**src/rtl/pmu_seq.sv**
```systemverilog
// Power-up sequencer and rail supervisor for the analog PMU macro.
// Sequences bias/POC/regulator/detector enables, enforces step timeouts, filters comparator faults.
module pmu_seq #(
    parameter int unsigned      TMO_W   = 16,
    parameter logic [TMO_W-1:0] BG_TMO  = 16'd4000,
    parameter logic [TMO_W-1:0] RDY_TMO = 16'd2000,
    parameter logic [TMO_W-1:0] SETTLE  = 16'd64,
    parameter logic [3:0]       FILT    = 4'd8
) (
    input  logic       clk,
    input  logic       rst,
    input  logic       start_i,
    input  logic       sleep_i,
    input  logic       clear_i,
    input  logic       bgrdy_a,
    input  logic       vr85ardy_a,
    input  logic       vr85drdy_a,
    input  logic       vr25rdy_a,
    input  logic       por_a,
    input  logic [5:0] vd_a,
    output logic       ibiasena_o,
    output logic       pocena_o,
    output logic       vr85aena_o,
    output logic       vr85dena_o,
    output logic       vr25ena_o,
    output logic [2:0] vdena_o,
    output logic       pwr_good_o,
    output logic       fault_o,
    output logic [2:0] fault_code_o,
    output logic [3:0] state_o
);

    typedef enum logic [3:0] {
        S_OFF       = 4'd0,
        S_WAIT_BG   = 4'd1,
        S_RAMP_85A  = 4'd2,
        S_RAMP_85D  = 4'd3,
        S_RAMP_25   = 4'd4,
        S_VD_SETTLE = 4'd5,
        S_ACTIVE    = 4'd6,
        S_SLEEP     = 4'd7,
        S_FAULT     = 4'd8
    } state_t;

    typedef enum logic [2:0] {
        FC_NONE = 3'd0,
        FC_BG   = 3'd1,
        FC_85A  = 3'd2,
        FC_85D  = 3'd3,
        FC_25   = 3'd4,
        FC_VD   = 3'd5
    } fault_t;

    state_t            state_q, state_d;
    fault_t            code_q, code_d;
    logic              fault_q, fault_d;
    logic [TMO_W-1:0]  tmo_q;
    logic [3:0]        filt_q;
    logic [10:0]       sync1_q, sync2_q;

    logic              bgrdy_s, vr85ardy_s, vr85drdy_s, vr25rdy_s, por_s;
    logic [5:0]        vd_s;
    logic              vd_ok, tmo_last, filt_trip;

    // Two-flop synchronizers for all asynchronous PMU status
    always_ff @(posedge clk) begin
        if (rst) begin
            sync1_q <= '0;
            sync2_q <= '0;
        end else begin
            sync1_q <= {por_a, vr25rdy_a, vr85drdy_a, vr85ardy_a, bgrdy_a, vd_a};
            sync2_q <= sync1_q;
        end
    end

    assign {por_s, vr25rdy_s, vr85drdy_s, vr85ardy_s, bgrdy_s, vd_s} = sync2_q;
    assign vd_ok = &vd_s;

    // Counter hits 0 on the coming edge, so decisions taken now land exactly at expiry
    assign tmo_last  = (tmo_q <= TMO_W'(1));
    assign filt_trip = (state_q == S_ACTIVE) && !vd_ok &&
                       (({1'b0, filt_q} + 5'd1) >= {1'b0, FILT});

    always_ff @(posedge clk) begin
        if (rst) begin
            state_q <= S_OFF;
            code_q  <= FC_NONE;
            fault_q <= 1'b0;
        end else begin
            state_q <= state_d;
            code_q  <= code_d;
            fault_q <= fault_d;
        end
    end

    always_ff @(posedge clk) begin
        if (rst) begin
            tmo_q <= '0;
        end else if (state_d != state_q) begin
            case (state_d)
                S_WAIT_BG:                          tmo_q <= BG_TMO;
                S_RAMP_85A, S_RAMP_85D, S_RAMP_25:  tmo_q <= RDY_TMO;
                S_VD_SETTLE:                        tmo_q <= SETTLE;
                default:                            tmo_q <= '0;
            endcase
        end else if (tmo_q != '0) begin
            tmo_q <= tmo_q - TMO_W'(1);
        end
    end

    always_ff @(posedge clk) begin
        if (rst || state_q != S_ACTIVE || vd_ok) begin
            filt_q <= '0;
        end else if (filt_q != '1) begin
            filt_q <= filt_q + 4'd1;
        end
    end

    always_comb begin
        state_d = state_q;
        code_d  = code_q;
        fault_d = fault_q;
        case (state_q)
            S_OFF: begin
                if (start_i) state_d = S_WAIT_BG;
            end
            S_WAIT_BG: begin
                if (bgrdy_s) begin
                    state_d = S_RAMP_85A;
                end else if (tmo_last) begin
                    state_d = S_FAULT;
                    code_d  = FC_BG;
                    fault_d = 1'b1;
                end
            end
            S_RAMP_85A: begin
                if (vr85ardy_s) begin
                    state_d = S_RAMP_85D;
                end else if (tmo_last) begin
                    state_d = S_FAULT;
                    code_d  = FC_85A;
                    fault_d = 1'b1;
                end
            end
            S_RAMP_85D: begin
                if (vr85drdy_s) begin
                    state_d = S_RAMP_25;
                end else if (tmo_last) begin
                    state_d = S_FAULT;
                    code_d  = FC_85D;
                    fault_d = 1'b1;
                end
            end
            S_RAMP_25: begin
                if (vr25rdy_s) begin
                    state_d = S_VD_SETTLE;
                end else if (tmo_last) begin
                    state_d = S_FAULT;
                    code_d  = FC_25;
                    fault_d = 1'b1;
                end
            end
            S_VD_SETTLE: begin
                if (tmo_last) state_d = S_ACTIVE;
            end
            S_ACTIVE: begin
                if (filt_trip) begin
                    state_d = S_FAULT;
                    code_d  = FC_VD;
                    fault_d = 1'b1;
                end else if (!start_i) begin
                    state_d = S_OFF;
                end else if (sleep_i) begin
                    state_d = S_SLEEP;
                end
            end
            S_SLEEP: begin
                if (!start_i) begin
                    state_d = S_OFF;
                end else if (!sleep_i) begin
                    state_d = S_RAMP_85D;
                end
            end
            S_FAULT: begin
                if (clear_i) begin
                    state_d = S_OFF;
                    code_d  = FC_NONE;
                    fault_d = 1'b0;
                end
            end
            default: begin
                state_d = S_OFF;
            end
        endcase

        // POR overrides everything outside FAULT and never records a fault
        if (por_s && state_q != S_FAULT) begin
            state_d = S_OFF;
            code_d  = code_q;
            fault_d = fault_q;
        end
    end

    always_comb begin
        ibiasena_o = 1'b0;
        pocena_o   = 1'b0;
        vr85aena_o = 1'b0;
        vr85dena_o = 1'b0;
        vr25ena_o  = 1'b0;
        vdena_o    = '0;
        pwr_good_o = 1'b0;
        case (state_q)
            S_RAMP_85A, S_SLEEP: begin
                {ibiasena_o, pocena_o, vr85aena_o} = 3'b111;
            end
            S_RAMP_85D: begin
                {ibiasena_o, pocena_o, vr85aena_o, vr85dena_o} = 4'b1111;
            end
            S_RAMP_25: begin
                {ibiasena_o, pocena_o, vr85aena_o, vr85dena_o, vr25ena_o} = 5'b11111;
            end
            S_VD_SETTLE: begin
                {ibiasena_o, pocena_o, vr85aena_o, vr85dena_o, vr25ena_o} = 5'b11111;
                vdena_o = '1;
            end
            S_ACTIVE: begin
                {ibiasena_o, pocena_o, vr85aena_o, vr85dena_o, vr25ena_o} = 5'b11111;
                vdena_o    = '1;
                pwr_good_o = 1'b1;
            end
            default: ;
        endcase
    end

    assign state_o      = state_q;
    assign fault_o      = fault_q;
    assign fault_code_o = code_q;

endmodule

```
**config.mk**
```make
export PLATFORM = sky130hd
export DESIGN_NAME = pmu_seq
export DESIGN_NICKNAME = d
export VERILOG_FILES = /design/src/rtl/pmu_seq.sv
export SDC_FILE = /design/constraint.sdc
export NUM_CORES = 1
export LEC_CHECK = 0
export ABC_AREA = 1
export BUFFER_PORTS_ARGS = -buffer_cell sky130_fd_sc_hd__clkbuf_2
export CORE_AREA = 2 2 71 73
export DETAILED_ROUTE_END_ITERATION = 6
export DIE_AREA = 0 0 73 75
export PLACE_DENSITY = 0.81
export SYNTH_ARGS = -nofsm -noshare
export SYNTH_HDL_FRONTEND = slang
export SYNTH_SLANG_ARGS = --single-unit
```
**constraint.sdc**
```tcl
create_clock -name clk -period 4.75 [get_ports clk]
set_clock_uncertainty 0.1 [all_clocks]
set_input_delay 0.475 -clock clk [delete_from_list [all_inputs] [get_ports clk]]
set_output_delay 0.475 -clock clk [all_outputs]
set_load 0.01 [all_outputs]
```
==> results.sh, run 1 <==
export IMPL_grt_overflow_total=0
export IMPL_fillers=445
export IMPL_r2r_cells=17
export IMPL_setup_viol=0
export IMPL_cts_hold_buf=0
export IMPL_grt_first_pass_wirelength_um=9300
export IMPL_fmax_mhz=389
export IMPL_status="complete, no violations"
export IMPL_grt_antenna_before_repair=0
export IMPL_critPathCaptureType="register"
export IMPL_critPathMaxStageDelay_ns=0.34
export IMPL_setup_tns_ns=0
export IMPL_instances_no_fill=484
export IMPL_synthFlopType="dfxtp_1"
export IMPL_drive_gt1_share_pct=19.1
export IMPL_place_gp_congestion=0.915
export IMPL_synth_cell_types=39
export IMPL_syn_inst=399
export IMPL_first_pass_iters=5
export IMPL_synthTopCellsByArea="dfxtp_1 36%, nand2_1 9.6%, inv_1 8.8%"
export IMPL_total_power_mw=1.58
export IMPL_finalNetCount=450
export IMPL_path_class="register to register"
export IMPL_ys_ff_latch=50
export IMPL_crit_fanout=10
export IMPL_clk_pin_slew_ns=0.09
export IMPL_cts_tree="built"
export IMPL_cts_resized_gates=0
export IMPL_muxShareOfSynthArea_pct=0
export IMPL_post_drt_wl_per_cell_um=11.2
export IMPL_fin_crit_ns=2.57
export IMPL_hold_path_depth=3
export IMPL_synth_edf_count=0
export IMPL_initial_core_util_pct=59.8
export IMPL_hpwl_um=4200
export IMPL_cp_slowest_cell="dfxtp_1"
export IMPL_drv_slew=0
export IMPL_synth_top_family_by_area="simple AND/OR/NAND/NOR gates"
export IMPL_maxSlewHeadroom_pct=57.2
export IMPL_cts_sinks=50
export IMPL_clockRootBuffer="clkbuf_8"
export IMPL_maxCapViolations=0
export IMPL_multi_input_area_um2=1440
export IMPL_synth_top_area_share_pct=35.9
export IMPL_grt_max_degree=34
export IMPL_synth_top_area_cell="dfxtp_1"
export IMPL_ant_nets=0
export IMPL_rows=25
export IMPL_ys_seq_area_share_pct=35.9
export IMPL_p_per_area_nw_per_um2=519
export IMPL_vdd_drop_max_v=0.000268
export IMPL_core_area_um2=4660
export IMPL_n_antenna_cell=0
export IMPL_synth_compound_area_share_pct=7.64
export IMPL_die_w_um=73
export IMPL_clk_latency_ns=0.31
export IMPL_synth_fa_ha_area_share_pct=2.25
export IMPL_io_pins=33
export IMPL_drtIter0Drc=180
export IMPL_required_ns=4.84
export IMPL_drc=0
export IMPL_cp_cell_sequence="inv_1 > ha_1 > nor2_1 > nor2_1 > nand3_2 > nand3_1 > nand2_1 > nor2_1 > nand2_2 > nand3_1 > nand2_2 > nor2_8 > nand2_8 > inv_6 > nand2_2 > nand2_1 > nor2_2"
export IMPL_synthesis_area_um2=2790
export IMPL_yosys_area_share_simple_pct=38.0
export IMPL_die_area_um2=5480
export IMPL_worstMarginPinSlew_ns=0.637
export IMPL_synth_xor_area_share_pct=3.77
export IMPL_placedCellCount=476
export IMPL_syn_nets=420
export IMPL_synth_async_reset_ratio_pct=0
export IMPL_syn_area_per_cell_um2=6.98
export IMPL_rsz0062_at_grt="false"
export IMPL_track_usage_pct=22.0
export IMPL_area_growth_pct=9.25
export IMPL_leakage_nw=1.56
export IMPL_startpoint_type="register"
export IMPL_cts_buffers=5
export IMPL_dieHeight_um=75
export IMPL_vias=2456
export IMPL_cts_htree_levels=2
export IMPL_report_final_hold_viol_count=0
export IMPL_clockBufferDepth=2
export IMPL_critPathArrivalTime_ns=2.66
export IMPL_worst_hold_path_type="primary input to register"
export IMPL_fin_crit_sh_pct=54.2
export IMPL_utilization_pct=65.3
export IMPL_seqCellArea_um2=1000
export IMPL_wirelength_um=5440
export IMPL_viasPerCell=5.07
export IMPL_synth_warnings=0
export IMPL_portBuffers=32
export IMPL_cts_setup_buffers=0
export IMPL_rrSetupSlack_ns=2.18
export IMPL_grt_pass1_vias=2271
==> synth_stat cells, types with 2 or more instances <==
cell / instances
nand2_1: 71
inv_1: 65
nor2_1: 61
dfxtp_1: 50
nand3_1: 31
a21oi_1: 12
nand2_2: 12
nand4_1: 8
o21ai_0: 8
xnor2_1: 8
nor2_2: 7
nor3_1: 7
buf_4: 5
ha_1: 5
inv_2: 5
nand3_2: 4
o211ai_1: 4
xor2_1: 4
nor2_4: 3
a21oi_2: 2
a31oi_1: 2
buf_6: 2
clkbuf_1: 2
nand2_4: 2
nor2_8: 2
nor4_1: 2
o21ai_1: 2
or2_1: 2
==> registers in the layout, summed over array words and instances (netlist names) <==
| name | count |
|---|---|
| sync1_q | 11 |
| fault_code_o | 3 |
| filt_q | 4 |
| fault_o | 1 |
| sync2_q | 11 |
| tmo_q | 16 |
| state_o | 4 |
==> worst max-delay path, delay by kind of cell (launching register included) <==
kind	cells	cell delay, ns
adders and majority gates	1	0.26
buffers and inverters	2	0.23
DFF	1	0.34
and+or+nand+nor	14	1.55
==> area by class of cell <==
cell class                 count  area share, %
inverter                      72           9.13
timing repair buffer          32           5.26
sequential                    50           32.9
clock inverter                 3          0.946
tap                           54           2.22
multi-input combinational    268           47.3
clock buffer                   5           2.26
==> power breakdown <==
group / internal (mW) / leakage [nW] / switching (mW)
registers: 0.493 / 0.411 / 0.0624
logic: 0.296 / 1.10 / 0.466
clock network: 0.109 / 0.0502 / 0.152
total: 0.899 / 1.56 / 0.681
==> cells in the final DEF, fill, tap and decap left out, drive strengths merged <==
cell    Yosys  routed
a211oi      1       1
a21oi      14      14
a31oi       2       2
and2        1       1
clkbuf      2      37
clkinv      0       2
dfxtp      50      50
ha          5       5
inv        72      73
nand2      86      86
nand3      35      35
nand3b      1       1
nand4       8       8
nor2       73      73
nor3        7       7
nor4        2       2
nor4b       1       1
o211ai      4       4
o21a        1       1
o21ai      11      11
o221a       1       1
o31ai       1       1
or2         2       2
xnor2       8       8
xor2        4       4
==> layer usage <==
metal	wire [um]	GRT usage, %	share of wire, %	up-vias
li1	-	-	-	1293
met1	2460	26.5	45	1081
met2	2570	37.3	47	73
met3	316	4.55	5.8	9
met4	98	10.9	1.8	0
met5	0	0	0	-
==> worst paths after layout <==
check	endpoint	startpoint
setup / recovery	tmo_q[11]	tmo_q[0]
hold / removal	sync1_q[3]	vd_a[3]
setup reg to reg	tmo_q[11]	tmo_q[0]
hold reg to reg	sync2_q[7]	sync1_q[7]
==> logic make-up (layout without fill, tap and decap cells) <==
| logic type | count (synthesis) | after routing |
|---|---|---|
| AOI/OAI and AO/OA | 35 | 35 |
| xor gates and xnor gates | 12 | 12 |
| adders and majority gates | 5 | 5 |
| buffers and inverters | 81 | 112 |
| DFF | 50 | 50 |
| and+or+nand+nor | 216 | 216 |
==> through the flow <==
stage,setup slack (ns),hold slack (ns),cell area [um2]
2_1_floorplan,2.54,0.288,2790
3_3_place_gp,2.26,0.289,2950
3_5_place_dp,2.22,0.293,2950
4_1_cts,2.19,0.230,3040
5_1_grt,1.94,0.232,3040
6_report,2.18,0.239,3040
Note: power is estimated with default switching activity, not from simulation.
==> run 2, diff against run 1 <==
--- a/config.mk
+++ b/config.mk
@@ -5,12 +5,12 @@
 export SDC_FILE = /design/constraint.sdc
 export NUM_CORES = 1
 export LEC_CHECK = 0
-export ABC_AREA = 1
+export ABC_AREA = 0
 export BUFFER_PORTS_ARGS = -buffer_cell sky130_fd_sc_hd__clkbuf_2
 export CORE_AREA = 2 2 71 73
 export DETAILED_ROUTE_END_ITERATION = 6
 export DIE_AREA = 0 0 73 75
-export PLACE_DENSITY = 0.81
+export PLACE_DENSITY = 0.77
 export SYNTH_ARGS = -nofsm -noshare
 export SYNTH_HDL_FRONTEND = slang
 export SYNTH_SLANG_ARGS = --single-unit
==> constraint.sdc (replaced) <==
create_clock -name clk -period 2.55 [get_ports clk]
set_clock_uncertainty 0.1 [all_clocks]
set_input_delay 0.255 -clock clk [delete_from_list [all_inputs] [get_ports clk]]
set_output_delay 0.255 -clock clk [all_outputs]
set_load 0.01 [all_outputs]
==> results.sh, run 2 <==
export IMPL_switching_share_pct=38.0
export IMPL_total_power_mw=3.16
export IMPL_clk_latency_ns=0.31
export IMPL_setup_viol=16
export IMPL_worst_hold_path_type="primary input to register"
export IMPL_clockBufferDepth=2
export IMPL_finalNetCount=408
export IMPL_seqCellArea_um2=1000
export IMPL_track_usage_pct=24.1
export IMPL_critPathMaxStageDelay_ns=0.57
export IMPL_ant_nets=0
export IMPL_core_area_um2=4660
export IMPL_sequentialPowerShare_pct=31.4
export IMPL_place_gp_congestion=0.943
export IMPL_synth_async_reset_ratio_pct=0
export IMPL_critPathArrivalTime_ns=2.88
export IMPL_yosys_area_share_simple_pct=30.8
export IMPL_syn_inst=304
export IMPL_first_pass_iters=4
export IMPL_p_per_area_nw_per_um2=914
export IMPL_post_drt_wl_per_cell_um=13.9
export IMPL_synth_top_area_cell="dfxtp_1"
export IMPL_fillers=331
export IMPL_drtIter0Drc=124
export IMPL_critical_path_buf_inv_count=2
export IMPL_cts_tree="built"
export IMPL_drv_slew=0
export IMPL_ys_ff_latch=50
export IMPL_cts_buffers=5
export IMPL_cp_cell_sequence="or4_4 > nand4bb_4 > or3b_4 > a221oi_2 > o21a_2 > a2111oi_4 > buf_6 > nor4_4 > buf_4 > a211oi_1"
export IMPL_area_growth_pct=33.1
export IMPL_vias=2449
export IMPL_dieHeight_um=75
export IMPL_cp_top_family="simple AND/OR/NAND/NOR gates"
export IMPL_clockPowerShare_pct=15.7
export IMPL_comb_power_share_pct=52.9
export IMPL_largest_register_ffs=16
export IMPL_drc=0
export IMPL_startpoint_type="register"
export IMPL_worst_slack_ns=-0.251
export IMPL_utilization_pct=74.1
export IMPL_synthFlopType="dfxtp_1"
export IMPL_synth_warnings=0
export IMPL_initial_core_util_pct=55.7
export IMPL_die_w_um=73
export IMPL_leakage_nw=1.51
export IMPL_clk_pin_slew_ns=0.10
export IMPL_grt_first_pass_wirelength_um=10100
export IMPL_syn_nets=325
export IMPL_preCtsSetupSlack_ns=-0.244
export IMPL_critPathCaptureType="register"
export IMPL_place_area_um2=3180
export IMPL_synth_top_area_share_pct=38.6
export IMPL_path_class="register to register"
export IMPL_rsz0062_at_grt="true"
export IMPL_cp_slowest_cell="or4_4"
export IMPL_vdd_drop_max_v=0.000688
export IMPL_required_ns=2.63
export IMPL_switchingPower_mw=1.20
export IMPL_cts_sinks=50
export IMPL_status="finished with violations"
export IMPL_grt_pass1_vias=2249
export IMPL_internal_power_mw=1.96
export IMPL_synth_fa_ha_area_share_pct=2.41
export IMPL_io_pins=33
export IMPL_hpwl_um=4400
export IMPL_grt_max_degree=25
export IMPL_n_antenna_cell=0
export IMPL_maxSlewHeadroom_pct=63.0
export IMPL_final_cell_mix="60 x buf_4, 47 x dfxtp_1, 32 x clkbuf_2, 28 x nor2_1"
export IMPL_top_register="tmo_q"
export IMPL_largest_registers="tmo_q x16, sync1_q x11, sync2_q x11"
export IMPL_clockRootBuffer="clkbuf_8"
export IMPL_fmax_mhz=357
export IMPL_yosysMostFrequentCell="dfxtp_1"
export IMPL_synthesis_area_um2=2590
export IMPL_portBuffers=32
export IMPL_fin_crit_ns=2.80
export IMPL_report_final_hold_viol_count=0
export IMPL_grt_antenna_before_repair=0
export IMPL_cts_hold_buf=0
export IMPL_syn_area_per_cell_um2=8.53
export IMPL_stdcell_area_um2=3450
export IMPL_synth_xor_area_share_pct=5.07
export IMPL_synthTopCellsByCount="50 x dfxtp_1, 29 x nor2_1, 27 x nand2_1"
export IMPL_multi_input_area_um2=1610
export IMPL_synth_compound_area_share_pct=16.1
export IMPL_muxShareOfSynthArea_pct=2.36
export IMPL_synth_edf_count=0
export IMPL_synthTopCellsByArea="dfxtp_1 39%, nor2b_1 6.0%, nor2_1 4.2%"
export IMPL_drive_gt1_share_pct=35.6
export IMPL_synth_top_family_by_area="simple AND/OR/NAND/NOR gates"
export IMPL_rows=25
export IMPL_synth_cell_types=56
export IMPL_viasPerCell=5.54
export IMPL_maxCapViolations=0
export IMPL_cts_htree_levels=2
export IMPL_grt_overflow_total=0
export IMPL_crit_fanout=6
export IMPL_violations="setup timing"
export IMPL_final_common_cell="buf_4"
export IMPL_fin_crit_sh_pct=110
export IMPL_ys_seq_area_share_pct=38.6
export IMPL_die_area_um2=5480
export IMPL_wirelength_um=6150
export IMPL_worstMarginPinSlew_ns=0.556
==> run 2: cell types whose count changed in the layout (fill, tap and decap cells not counted), moves of 25 or more <==
cell	before	now
inv_1	65	7
nor2b_1	0	25
nand2_1	71	25
nand3_1	31	6
buf_4	0	60
nor2_1	61	28
==> run 2: layout make-up <==
cell class                 count  area share, %
multi-input combinational    228           46.7
clock buffer                   5           1.99
timing repair buffer          95           18.7
inverter                       7          0.761
clock inverter                 3          0.834
tap                           54           1.96
sequential                    50           29.1
==> run 2: path summary, 6_finish.rpt <==
check                                 from     endpoint  slack [ns]  cells past startpoint
worst min register to register  sync1_q[5]   sync2_q[5]        0.34                      1
worst min-delay path                 por_a  sync1_q[10]        0.05                      2
worst max-delay path              tmo_q[8]     tmo_q[8]       -0.25                     10
worst max register to register    tmo_q[8]     tmo_q[8]       -0.25                     10
==> run 2: kinds of logic after synthesis <==
group,Yosys count
xor gates and xnor gates,15
and+or+nand+nor,142
muxes,6
buffers and inverters,26
DFF,50
AOI/OAI and AO/OA,60
adders and majority gates,5
==> run 2: power by group through the flow <==
stage          combinational [mW]  sequential [mW]  clock (mW)
3_5_place_dp                 1.43             1.00           0
2_1_floorplan               0.865             1.02           0
4_1_cts                      1.56            0.986       0.506
3_3_place_gp                 1.41            0.997           0
5_1_grt                      1.81             1.01       0.539
6_report                     1.67            0.990       0.495
==> run 2: metal layers <==
| layer | track usage (%) | routed length, um | vias up |
|---|---|---|---|
| li1 | - | - | 1233 |
| met1 | 31.1 | 2860 | 1126 |
| met2 | 39.5 | 2840 | 80 |
| met3 | 5.22 | 348 | 10 |
| met4 | 9.47 | 97 | 0 |
| met5 | 0 | 0 | - |
==> run 2: timing repair <==
item,in CTS,in global routing
pin swaps,7,7
setup endpoints to repair,16,19
setup buffers,3,1
resized for setup,17,14
hold endpoints to repair,0,0
==> run 2: worst reg2reg max path, stage by stage, from the launching register on <==
cell       delay [ns]
dfxtp_2          0.33
or4_4            0.57
nand4bb_4        0.22
or3b_4           0.39
a221oi_2         0.23
o21a_2           0.19
a2111oi_4        0.06
buf_6            0.14
nor4_4           0.23
buf_4            0.17
a211oi_1         0.05
==> run 2: stage by stage <==
stage / std cells / setup TNS, ns / hold WS (ns)
global route: 442 / -4.74 / 0.0449
CTS: 441 / -2.00 / 0.0400
finish: 442 / -2.95 / 0.0469
detailed placement: 430 / -1.92 / 0.320
global placement: 430 / -1.89 / 0.315
floorplan: 304 / -0.131 / 0.252
